File: config.mk
export PLATFORM = sky130hd
export DESIGN_NAME = lfsr_rng
export DESIGN_NICKNAME = d
export VERILOG_FILES = /design/src/rtl/lfsr_rng.sv
export SDC_FILE = /design/constraint.sdc
export NUM_CORES = 1
export LEC_CHECK = 0
export BUFFER_PORTS_ARGS = -buffer_cell sky130_fd_sc_hd__buf_2
export CAP_MARGIN = 20
export CORE_ASPECT_RATIO = 1.75
export CORE_MARGIN = 5
export CORE_UTILIZATION = 61
export CTS_CLUSTER_SIZE = 40
export DETAILED_ROUTE_END_ITERATION = 10
export PLACE_DENSITY_LB_ADDON = 0.08
export REMOVE_ABC_BUFFERS = 1
export SLEW_MARGIN = 40
export SYNTH_ARGS = -nofsm -noshare
export SYNTH_HDL_FRONTEND = slang
export SYNTH_SLANG_ARGS = --single-unit
File: constraint.sdc
create_clock -name clk -period 5.4 [get_ports clk]
set_input_delay 0.81 -clock clk [delete_from_list [all_inputs] [get_ports clk]]
set_output_delay 0.81 -clock clk [all_outputs]
set_load 0.01 [all_outputs]
File: src/rtl/lfsr_rng.sv
// Parametrised Fibonacci LFSR random-number generator with a zero-seed
// lockup guard and a request/response port that returns a uniform value
// in [0, bound-1] using rejection sampling with a bounded fallback.
module lfsr_rng #(
  parameter int                 WIDTH     = 8,
  parameter logic [WIDTH-1:0]   TAPS      = 8'hB8,
  parameter logic [WIDTH-1:0]   RST_SEED  = {{(WIDTH-1){1'b0}}, 1'b1},
  parameter int                 MAX_TRIES = 8
) (
  input  logic             clk,
  input  logic             clr,
  input  logic             load,
  input  logic [WIDTH-1:0] seed,
  input  logic             en,
  input  logic             req_valid,
  input  logic [WIDTH-1:0] req_bound,
  output logic             req_ready,
  output logic             rsp_valid,
  output logic [WIDTH-1:0] rsp_data,
  input  logic             rsp_ready,
  output logic [WIDTH-1:0] state_out
);

  localparam logic [WIDTH-1:0] ONE     = {{(WIDTH-1){1'b0}}, 1'b1};
  // A zero seed would lock the register up, so it is promoted to 1.
  localparam logic [WIDTH-1:0] RST_VAL = (RST_SEED == '0) ? ONE : RST_SEED;
  localparam int               TW      = $clog2(MAX_TRIES) + 1;
  localparam logic [TW-1:0]    TRY_LAST = TW'(MAX_TRIES - 1);
  localparam logic [TW-1:0]    TRY_ONE  = TW'(1);

  typedef enum logic [1:0] {IDLE, DRAW, RESP} fsm_t;

  fsm_t             fsm;
  logic [WIDTH-1:0] state;
  logic [WIDTH-1:0] bound_q;
  logic [WIDTH-1:0] mask_q;
  logic [TW-1:0]    tries;
  logic             accept;
  logic [WIDTH-1:0] accept_val;
  logic [WIDTH-1:0] cand;

  // One Fibonacci step: XOR of the tapped bits shifts in at the LSB.
  function automatic logic [WIDTH-1:0] lfsr_step(input logic [WIDTH-1:0] s);
    logic fb;
    fb = ^(s & TAPS);
    return {s[WIDTH-2:0], fb};
  endfunction

  // Smallest 2^k-1 covering bound-1: smear the highest set bit of bound-1
  // down to bit 0. bound==0 yields all-ones, bound==1 yields zero; both are
  // special-cased in the draw logic anyway.
  function automatic logic [WIDTH-1:0] range_mask(input logic [WIDTH-1:0] b);
    logic [WIDTH-1:0] m;
    m = b - ONE;
    for (int i = WIDTH - 2; i >= 0; i--) begin
      m[i] = m[i] | m[i+1];
    end
    return m;
  endfunction

  assign state_out = state;
  assign cand      = state & mask_q;

  // Decide whether the current draw is accepted and what value it yields.
  always_comb begin
    accept     = 1'b0;
    accept_val = '0;
    if (bound_q == '0) begin
      accept     = 1'b1;
      accept_val = state;
    end else if (bound_q == ONE) begin
      accept     = 1'b1;
      accept_val = '0;
    end else if (cand < bound_q) begin
      accept     = 1'b1;
      accept_val = cand;
    end else if (tries == TRY_LAST) begin
      // Out of retries: fold the candidate back into range; cand >= bound here.
      accept     = 1'b1;
      accept_val = cand - bound_q;
    end
  end

  // LFSR state: load wins, DRAW always steps, otherwise step on en.
  always_ff @(posedge clk or negedge clr) begin
    if (!clr) begin
      state <= RST_VAL;
    end else if (load) begin
      state <= (seed == '0) ? ONE : seed;
    end else if (fsm == DRAW || en) begin
      state <= lfsr_step(state);
    end
  end

  // Request/response controller with registered handshake outputs.
  always_ff @(posedge clk or negedge clr) begin
    if (!clr) begin
      fsm       <= IDLE;
      req_ready <= 1'b1;
      rsp_valid <= 1'b0;
      rsp_data  <= '0;
      tries     <= '0;
      bound_q   <= '0;
      mask_q    <= '0;
    end else if (load) begin
      // A reseed abandons any draw or pending response.
      fsm       <= IDLE;
      req_ready <= 1'b1;
      rsp_valid <= 1'b0;
    end else begin
      case (fsm)
        IDLE: begin
          if (req_valid) begin
            bound_q   <= req_bound;
            mask_q    <= range_mask(req_bound);
            tries     <= '0;
            req_ready <= 1'b0;
            fsm       <= DRAW;
          end
        end
        DRAW: begin
          if (accept) begin
            rsp_data  <= accept_val;
            rsp_valid <= 1'b1;
            fsm       <= RESP;
          end else begin
            tries <= tries + TRY_ONE;
          end
        end
        RESP: begin
          if (rsp_ready) begin
            rsp_valid <= 1'b0;
            req_ready <= 1'b1;
            fsm       <= IDLE;
          end
        end
        default: begin
          fsm       <= IDLE;
          req_ready <= 1'b1;
          rsp_valid <= 1'b0;
        end
      endcase
    end
  end

endmodule

# [Word level (Yosys, flattened, before mapping)]
# Index checks and enable logic that the tools add are counted.
[op_classes] mux=27 eq_ne=11 order_cmp=1 reduce_logical=13 n_addsub=3 bitwise=9
[ops] cell="8-bit two-way mux" count=7
[ops] cell="8-bit zero test" count=2
[ops] cell="3-bit AND reduction" count=5
[ops] cell="1-bit two-way mux" count=10
[ops] cell="3-bit inequality test, second input constant" count=3
[ops] cell="8-bit bitwise AND" count=1
[ops] cell="8-bit by 1-bit == test with 1-bit output, second input constant" count=1
[ops] cell="8-bit < comparator" count=1
[ops] cell="2-bit two-way mux" count=4
[ops] cell="4-bit two-way mux" count=2
[ops] cell="2-bit inequality test, second input constant" count=4
[ops] cell="4-bit one-hot mux with 2 select lines" count=1
[ops] cell="8-bit parity" count=1
[ops] cell="8-bit by 1-bit subtractor with 8-bit output, second input constant" count=1
[ops] cell="8-bit subtractor" count=1
[ops] cell="1-bit OR" count=7
[ops] cell="1-bit one-hot mux with 3 select lines" count=2
[ops] cell="2-bit one-hot mux with 3 select lines" count=1
[ops] cell="4-bit by 1-bit adder with 4-bit output, second input constant" count=1
[ops] cell="4-bit by 3-bit == test with 1-bit output, second input constant" count=1
[ops] cell="4-bit AND reduction" count=1
[ops] cell="2-bit nonzero test" count=2
[ops] cell="2-bit by 1-bit == test with 1-bit output, second input constant" count=1
[ops] cell="2-bit == test, second input constant" count=1
[ops] cell="other kinds (3)" count=3
[word_totals] out_inout_bits=18 in_bits=22 reg_bits=40

# [Longest topological paths before layout]
# Gate-level depths: netlist of the first run.
[depth] ltp_word=8 mapped_depth=11 mapped_depth_nobuf=10

# [Worst setup path before layout of the first run]
# No wires, ideal clock.
[synth_path] path_type="input port to flip-flop" startpoint="input port req_bound[0]" endpoint="register mask_q[0]" stages=8 required_ps=5264 path_buffers=0 arrival_time_ps=2235 setup_slack_ps=3029 path_cell_list="inv_1 ha_1 nor3b_1 xnor2_1 or4b_1 a21oi_1 and2_1 a31oi_1"
[synth_via] elab_chain_cells=8
[synth_rtl] item="start: declaration" line="16" source="input logic [WIDTH-1:0] req_bound,"
[synth_rtl] item="8-bit by 1-bit subtractor with 8-bit output *" line="54" source="m = b - ONE;"
[synth_rtl] item="1-bit OR (6 in a row)" line="56" source="m[i] = m[i] | m[i+1];"
[synth_rtl] item="1-bit OR *" line="56"
[synth_rtl] item="end signal: assignment" line="115" source="mask_q <= range_mask(req_bound);"
[synth_rtl] item="end: declaration" line="36" source="logic [WIDTH-1:0] mask_q;"
# Mark *: on every way between the ends. The rest lies on a longest branch, timed or not.
# A chain may end at the register's enable or synchronous reset.

# [Worst setup path after layout of the first run]
[layout_path] startpoint="register state[5] (netlist: state_out[5])" endpoint="register tries[2]"
[layout_via] elab_chain_cells=7
[layout_rtl] item="start: declaration" line="34" source="logic [WIDTH-1:0] state;"
[layout_rtl] item="start signal: assignment" line="89" source="state <= (seed == '0) ? ONE : seed;"
[layout_rtl] item="start signal: assignment" line="91" source="state <= lfsr_step(state);"
[layout_rtl] item="8-bit bitwise AND" line="62" source="assign cand = state & mask_q;"
[layout_rtl] item="8-bit < comparator" line="74" source="end else if (cand < bound_q) begin"
[layout_rtl] item="1-bit two-way mux" line="74"
[layout_rtl] item="1-bit two-way mux" line="71" source="end else if (bound_q == ONE) begin"
[layout_rtl] item="1-bit two-way mux" line="68" source="if (bound_q == '0) begin"
[layout_rtl] item="2-bit inequality test (no source line)"
[layout_rtl] item="4-bit AND reduction (no source line)"
[layout_rtl] item="end signal: assignment" line="127" source="tries <= tries + TRY_ONE;"
[layout_rtl] item="end: declaration" line="37" source="logic [TW-1:0] tries;"
# Every way passes these cells.

==> summary.md, run 1 <==
| Metric | Value |
|---|---|
| Delay-heaviest family, CP | `simple AND/OR/NAND/NOR gates` |
| Post-synth EDFFs | `0` |
| Drt pass-1 iters | `4` |
| Worst-margin pin slew | `0.5606 ns` |
| Max_cap viols | `0` |
| Post-synthesis sequential area ratio | `0.3998` |
| CP Capture Type | `register` |
| RSZ-0062 raised after global routing | `no` |
| Most used DFF post-synth | `dfrtp_1` |
| Largest net degree at the start of global routing | `41` |
| Final WS setup | `2.789 ns` |
| Fin. Hold Viols | `0` |
| WL/cell | `16.15 µm` |
| Clk Latency, worst-skew pair | `0.29 ns` |
| Share of layout cells above drive strength 1 | `0.1944` |
| Final net count | `351` |
| FP Rows | `31` |
| Post-Syn Instances | `284` |
| CTS max path bufs | `2` |
| Slew HR | `0.6249` |
| Hold Path Class | `input port to async pin` |
| Congestion Overflow GR | `0` |
| Finished Core Util | `0.6962` |
| Multi-input gate area | `0.001405 mm²` |
| Number of CTS-inserted buffers | `5` |
| Clk sink count | `40` |
| N_diodes | `0` |
| Die area | `around 0.0055 mm²` |
| I/O pins | `40` |
| Routed via count | `2174` |
| Layout area overhead | `12.96%` |
| Worst R2R Start | `state_out[5]` |
| Initial DRC Count | `75` |
| Worst-path clk slew | `0.08 ns` |
| Die X | `58.49 µm` |
| #FFs+latches synth | `40` |
| Vias/cell | `5.908` |
| Clock skew | `0.007800 ns` |
| Final setup TNS | `0 ns` |
| Pre-CTS setup slack | `2.750 ns` |
| Cell Count, Final, Fillers Out | `368` |
| Initial Util | `0.6163` |
| Crit path kind | `register to register` |
| Power density cells | `between 400 and 500 mW/mm²` |
| Mapped Area | `around 0.0025 mm²` |
| Hpwl dp | `roughly 4.6 mm` |
| Placer congestion estimate | `0.8392` |
| Peak Freq | `383.0 MHz` |
| CTS tree | `built` |
| Setup Buffers After CTS | `0` |
| Worst path arrival time | `2.80 ns` |
| Flop-to-flop setup slack | `2.79 ns` |
| DP Cell Count | `360` |
| Vias in the first global route | `2086` |
| CP max stage delay | `0.49 ns` |
| Final period utilization | `0.4836` |
| CP Cell Sequence | `and2_1 -> ha_1 -> and3_1 -> nand2_1 -> o221a_2 -> nor4_4 -> o22ai_1 -> a21o_1` |
| Mean Syn Cell Area | `8.838 µm²` |
| Routed wire length | `5.945 mm` |
| Warnings, synthesis | `0` |
| CP bufs+invs | `0` |
| Outcome | `finished, final reports clean` |
| Hold Slack | `~0.48 ns` |
| Worst Path Max Fanout | `14` |
| CTS Root Buffer Type | `clkbuf_8` |
| Leak pwr | `0.001246 µW` |
| Core Area | `between 0.004 and 0.005 mm²` |
| Post-route ant nets | `0` |
| Reg2reg path depth | `8` |
| Chip height | `94.86 µm` |
| # hold bufs at CTS | `0` |
| Post_cts resized | `0` |
| RR Endpoint | `tries[2]` |
| Max-slew violations | `0` |
| Final setup viols | `0` |
| Gr usage total | `0.2313` |
| Initial antenna violation count | `0` |
| Drt drc | `0` |
| WP data required | `5.58 ns` |
| CTS H-tree depth | `2` |
| Port buffer count | `39` |
| Crit path time final | `approximately 2.6 ns` |
| Netlist cell types | `53` |
| Slowest CP cell | `dfrtp_1` |
| Worst vdd ir | `0.0003228 V` |
| Register area | `~0.001 mm²` |
| CP Launch Type | `register` |
| Filler instances | `368` |
| Async set or reset register ratio after synthesis | `1.000` |
| First-pass GRT wire length | `9.687 mm` |
## synthesized netlist by cell type, drive strengths merged (5+ instances only)
library cell | count | share of area
and3 | 6 | 0.015
dfrtp | 38 | 0.38
nor2 | 33 | 0.050
xnor2 | 8 | 0.028
mux2i | 8 | 0.032
a31oi | 8 | 0.020
and2 | 12 | 0.030
nand2 | 16 | 0.024
inv | 14 | 0.021
a21oi | 25 | 0.051
ha | 10 | 0.050
a21o | 5 | 0.015
clkbuf | 7 | 0.010
xor2 | 5 | 0.017
o21ai | 22 | 0.044
nor3 | 8 | 0.016
buf | 6 | 0.012
## cells in the final DEF, fill, tap and decap left out, drive strengths merged, types with 2 or more instances in the layout
cell / n
nor2b: 2
clkbuf: 6
inv: 14
mux2: 3
buf: 40
o31ai: 2
nor4: 4
and3: 6
nand2: 16
nor3: 8
nor2: 33
nand4b: 2
xor2: 5
or2: 4
a221oi: 2
nand2b: 4
dfstp: 2
and2: 12
a21o: 5
nand3b: 4
nor3b: 4
xnor2: 8
ha: 10
mux2i: 8
nand3: 3
dfrtp: 38
a21oi: 25
o21ai: 22
or4: 2
a31oi: 8
## report_power, final
part,internal (µW),switching (µW)
Clock,137,99.7
Sequential,388,73.6
Combinational,277,353
## cell families after synthesis
| kind of cell | synth area share |
|---|---|
| AO/OA/AOI/OAI | 0.1730 |
| XOR/XNOR | 0.04536 |
| adder cells (fa/ha/maj) | 0.05783 |
| buffers and inverters | 0.04387 |
| flip-flops | 0.3998 |
| multiplexers | 0.04536 |
| AND/OR/NAND/NOR | 0.2348 |
## flip-flops by register name, summed over array words and instances, names as in the netlist
name and count:
rsp_data 8, tries 4, fsm 2, rsp_valid 1, state_out 8, mask_q 8, bound_q 8, req_ready 1
## cell type report
cell class              count  area share
repair buffers             40     0.07237
inverters                  14     0.01853
multi-input cells         217      0.4956
well taps                  49     0.02162
clock inverters             2     0.01236
flip-flops and latches     40      0.3539
clock buffers               6     0.02560
## stage by stage
step           total power (µW)  instance area, µm²
5_1_grt                    1425                2835
4_1_cts                    1335                2835
2_1_floorplan             901.7                2452
3_3_place_gp               1068                2719
3_5_place_dp               1089                2728
6_report                   1328                2835
## worst max-delay path by stage
stage                      start     endpoint  slack (ns)  depth (start not counted)
finish              state_out[5]     tries[2]        2.79                          8
global route          bound_q[0]  rsp_data[1]        2.61                          9
CTS                   bound_q[0]  rsp_data[1]        2.79                          9
detailed placement  req_bound[0]    mask_q[0]        2.75                          9
global placement      bound_q[0]  rsp_data[6]        2.60                          8
floorplan              req_valid   bound_q[0]        2.72                          3
## per-layer routing
| metal | part of all wire | GRT usage | vias up |
|---|---|---|---|
| li1 | - | - | 1075 |
| met1 | 0.36 | 0.2386 | 1034 |
| met2 | 0.57 | 0.4403 | 52 |
| met3 | 0.043 | 0.03557 | 13 |
| met4 | 0.031 | 0.1025 | 0 |
| met5 | 0 | 0 | - |
Note: power is estimated with default switching activity, not from simulation.
==> run 2: changes to the inputs <==
- CORE_UTILIZATION: 61 -> 57
- clock period: 5.4 -> 2.5 ns (I/O delays scaled with it)
==> run 2 against run 1 <==
First-iteration DRC count unchanged. Worst hold slack worse by 0.45 ns. Combinational power increased to 2.5 times the previous value. Die area rose by 6.0%. Count of clock-buffer cells in the layout down 1. Maximum frequency rose by 9.6%. Power is 130% higher. Clock power up 120%. Clock skew increased by 0.0013 ns. Final cell count is 5.2% higher. Final area is 5.3% higher. Wire length rose by 9.9%. Largest power group unchanged. Highest routed layer unchanged.
==> summary.md, run 2 (synthesis gave the netlist of run 1 again) <==
| Metric | Value |
|---|---|
| Most frequent cells in the layout | `38 x dfrtp_1, 38 x buf_2, 32 x nor2_1` |
| Final setup TNS | `0 ns (unchanged)` |
| Port buffer count | `39 (unchanged)` |
| Initial DRC Count | `75 (unchanged)` |
| Final setup viols | `0 (unchanged)` |
| Final net count | `368 (+4.8%)` |
| Routed wire length | `6.532 mm (+9.9%)` |
| Slew HR | `0.6405 (+0.01567)` |
| Logic gate share of total power | `0.519 (+0.045)` |
| I/O pins | `40 (unchanged)` |
| CTS H-tree depth | `2 (unchanged)` |
| Post-route ant nets | `0 (unchanged)` |
| Filler instances | `358 (-2.7%)` |
| Clock skew | `0.009068 ns (+0.001267 ns)` |
| Crit path time final | `2.382 ns (-0.2297 ns)` |
| Share of layout cells above drive strength 1 | `0.2381 (+0.04374)` |
| CTS tree | `built` |
| Routed via count | `2221 (+2.2%)` |
| Initial Util | `0.5804 (-0.03584)` |
| Largest net degree at the start of global routing | `41 (unchanged)` |
| Chip height | `97.78 µm (+3.1%)` |
| Pre-CTS setup slack | `0.09867 ns (-2.652 ns)` |
| Worst path arrival time | `2.61 ns (-0.19 ns)` |
| Number of CTS-inserted buffers | `5 (unchanged)` |
| WL/cell | `16.88 µm (+4.5%)` |
| Peak Freq | `419.9 MHz (+9.6%)` |
| Fin. Hold Viols | `0 (unchanged)` |
| Power density cells | `1027 mW/mm² (+120%)` |
| Slowest CP cell | `or4_1` |
| Hpwl dp | `5.168 mm (+12%)` |
| First-pass GRT wire length | `10.56 mm (+9.0%)` |
| Switching pwr | `1208 µW (+130%)` |
| Crit path kind | `register to register` |
| Leak pwr | `0.001334 µW (+7.0%)` |
| Worst-margin pin slew | `0.5368 ns (-0.02386 ns)` |
| Finished Core Util | `0.6904 (-0.005766)` |
| Register area | `0.001003 mm² (unchanged)` |
| Flop pwr share | `0.310 (-0.037)` |
| Final WS setup | `0.1185 ns (-2.670 ns)` |
| Clk Latency, worst-skew pair | `0.30 ns (about the same)` |
| Placer congestion estimate | `0.8939 (+6.5%)` |
| Pwr Total | `3066 µW (+130%)` |
| Multi-input gate area | `0.001421 mm² (+1.2%)` |
| Clock power frac | `0.171 (-0.007)` |
| Initial antenna violation count | `0 (unchanged)` |
| Core Area | `0.004324 mm² (+6.2%)` |
| Outcome | `finished, final reports clean` |
| Die area | `0.005882 mm² (+6.0%)` |
| CP max stage delay | `0.49 ns (about the same)` |
| CP Capture Type | `register` |
| Vias in the first global route | `2295 (+10%)` |
| Layout area overhead | `18.94%` |
| Gr usage total | `0.2400 (+0.008732)` |
| Worst R2R Start | `state_out[2]` |
| CP bufs+invs | `0 (unchanged)` |
| Drt drc | `0 (unchanged)` |
| WP data required | `2.73 ns (-2.85 ns)` |
| # hold bufs at CTS | `0 (unchanged)` |
| Drt pass-1 iters | `4 (unchanged)` |
| CP Launch Type | `register` |
| Max_cap viols | `0 (unchanged)` |
| Hold Path Class | `input port to async pin` |
| CTS max path bufs | `2 (unchanged)` |
| N_diodes | `0 (unchanged)` |
| Die X | `60.16 µm (+2.9%)` |
| FP Rows | `32 (+3.2%)` |
| Pint | `1858 µW (+130%)` |
| Congestion Overflow GR | `0 (unchanged)` |
| Sw Share | `0.3941 (-0.002149)` |
| Worst-path clk slew | `0.08 ns (about the same)` |
| Max-slew violations | `0 (unchanged)` |
| Worst Path Max Fanout | `5 (-9)` |
| CP Cell Sequence | `and2_1 -> ha_1 -> o21ai_0 -> a21oi_1 -> or4_1 -> a31oi_1 -> a22oi_1 -> a21oi_1` |
| CTS Root Buffer Type | `clkbuf_8` |
| Delay-heaviest family, CP | `compound AO/OA/AOI/OAI gates` |
| Area after DPL | `0.002844 mm² (+4.3%)` |
| Cell area after layout | `0.002985 mm² (+5.3%)` |
| Vias/cell | `5.739 (-2.9%)` |
| Clk sink count | `40 (unchanged)` |
| Worst vdd ir | `0.0006378 V (+98%)` |
| Final period utilization | `0.9526 (+0.4691)` |
| Critical path's most frequent cell | `a21oi_1` |
| CP startpoint | `state_out[2]` |
## run 2: metrics by stage
stage | hold WS, ns | instances
2_1_floorplan | 0.07941 | 271
3_3_place_gp | 0.4988 | 378
3_5_place_dp | 0.3798 | 378
4_1_cts | 0.05556 | 386
5_1_grt | 0.08332 | 387
6_report | 0.03488 | 387
## run 2: power groups by stage
stage          registers (µW)  clock network (µW)  logic (µW)
2_1_floorplan            1010                   0         936
3_3_place_gp              957                   0        1490
3_5_place_dp              962                   0        1520
4_1_cts                   950                 531        1530
5_1_grt                   973                 559        1770
6_report                  950                 525        1590
## run 2: cell type report
class / instances / area share
clock inverter: 3 / 0.01425
tap: 51 / 0.02137
timing repair buffer: 57 / 0.1115
multi-input combinational: 217 / 0.4761
sequential: 40 / 0.3361
clock buffer: 5 / 0.02305
inverter: 14 / 0.01760
## run 2: path summary, 6_finish.rpt
check	depth (start not counted)	endpoint	slack [ns]
max	8	rsp_data[5]	0.12
min	1	tries[2]	0.03
max reg2reg	8	rsp_data[5]	0.12
min reg2reg	1	tries[0]	0.51
max in group asynchronous	1	state_out[0]	2.09
min in group clk	2	mask_q[0]	0.33
## run 2: per-layer routing
metal	routed length, µm	part of all wire	GRT usage
met1	2325	0.36	0.2532
met2	3762	0.58	0.4292
met3	213	0.033	0.04365
met4	230	0.035	0.1229
met5	0	0	0
## run 2: timing repair
action | CTS | global route
gates resized for setup | 0 | 3
setup endpoints to repair | 0 | 10
buffers inserted | 0 | 1
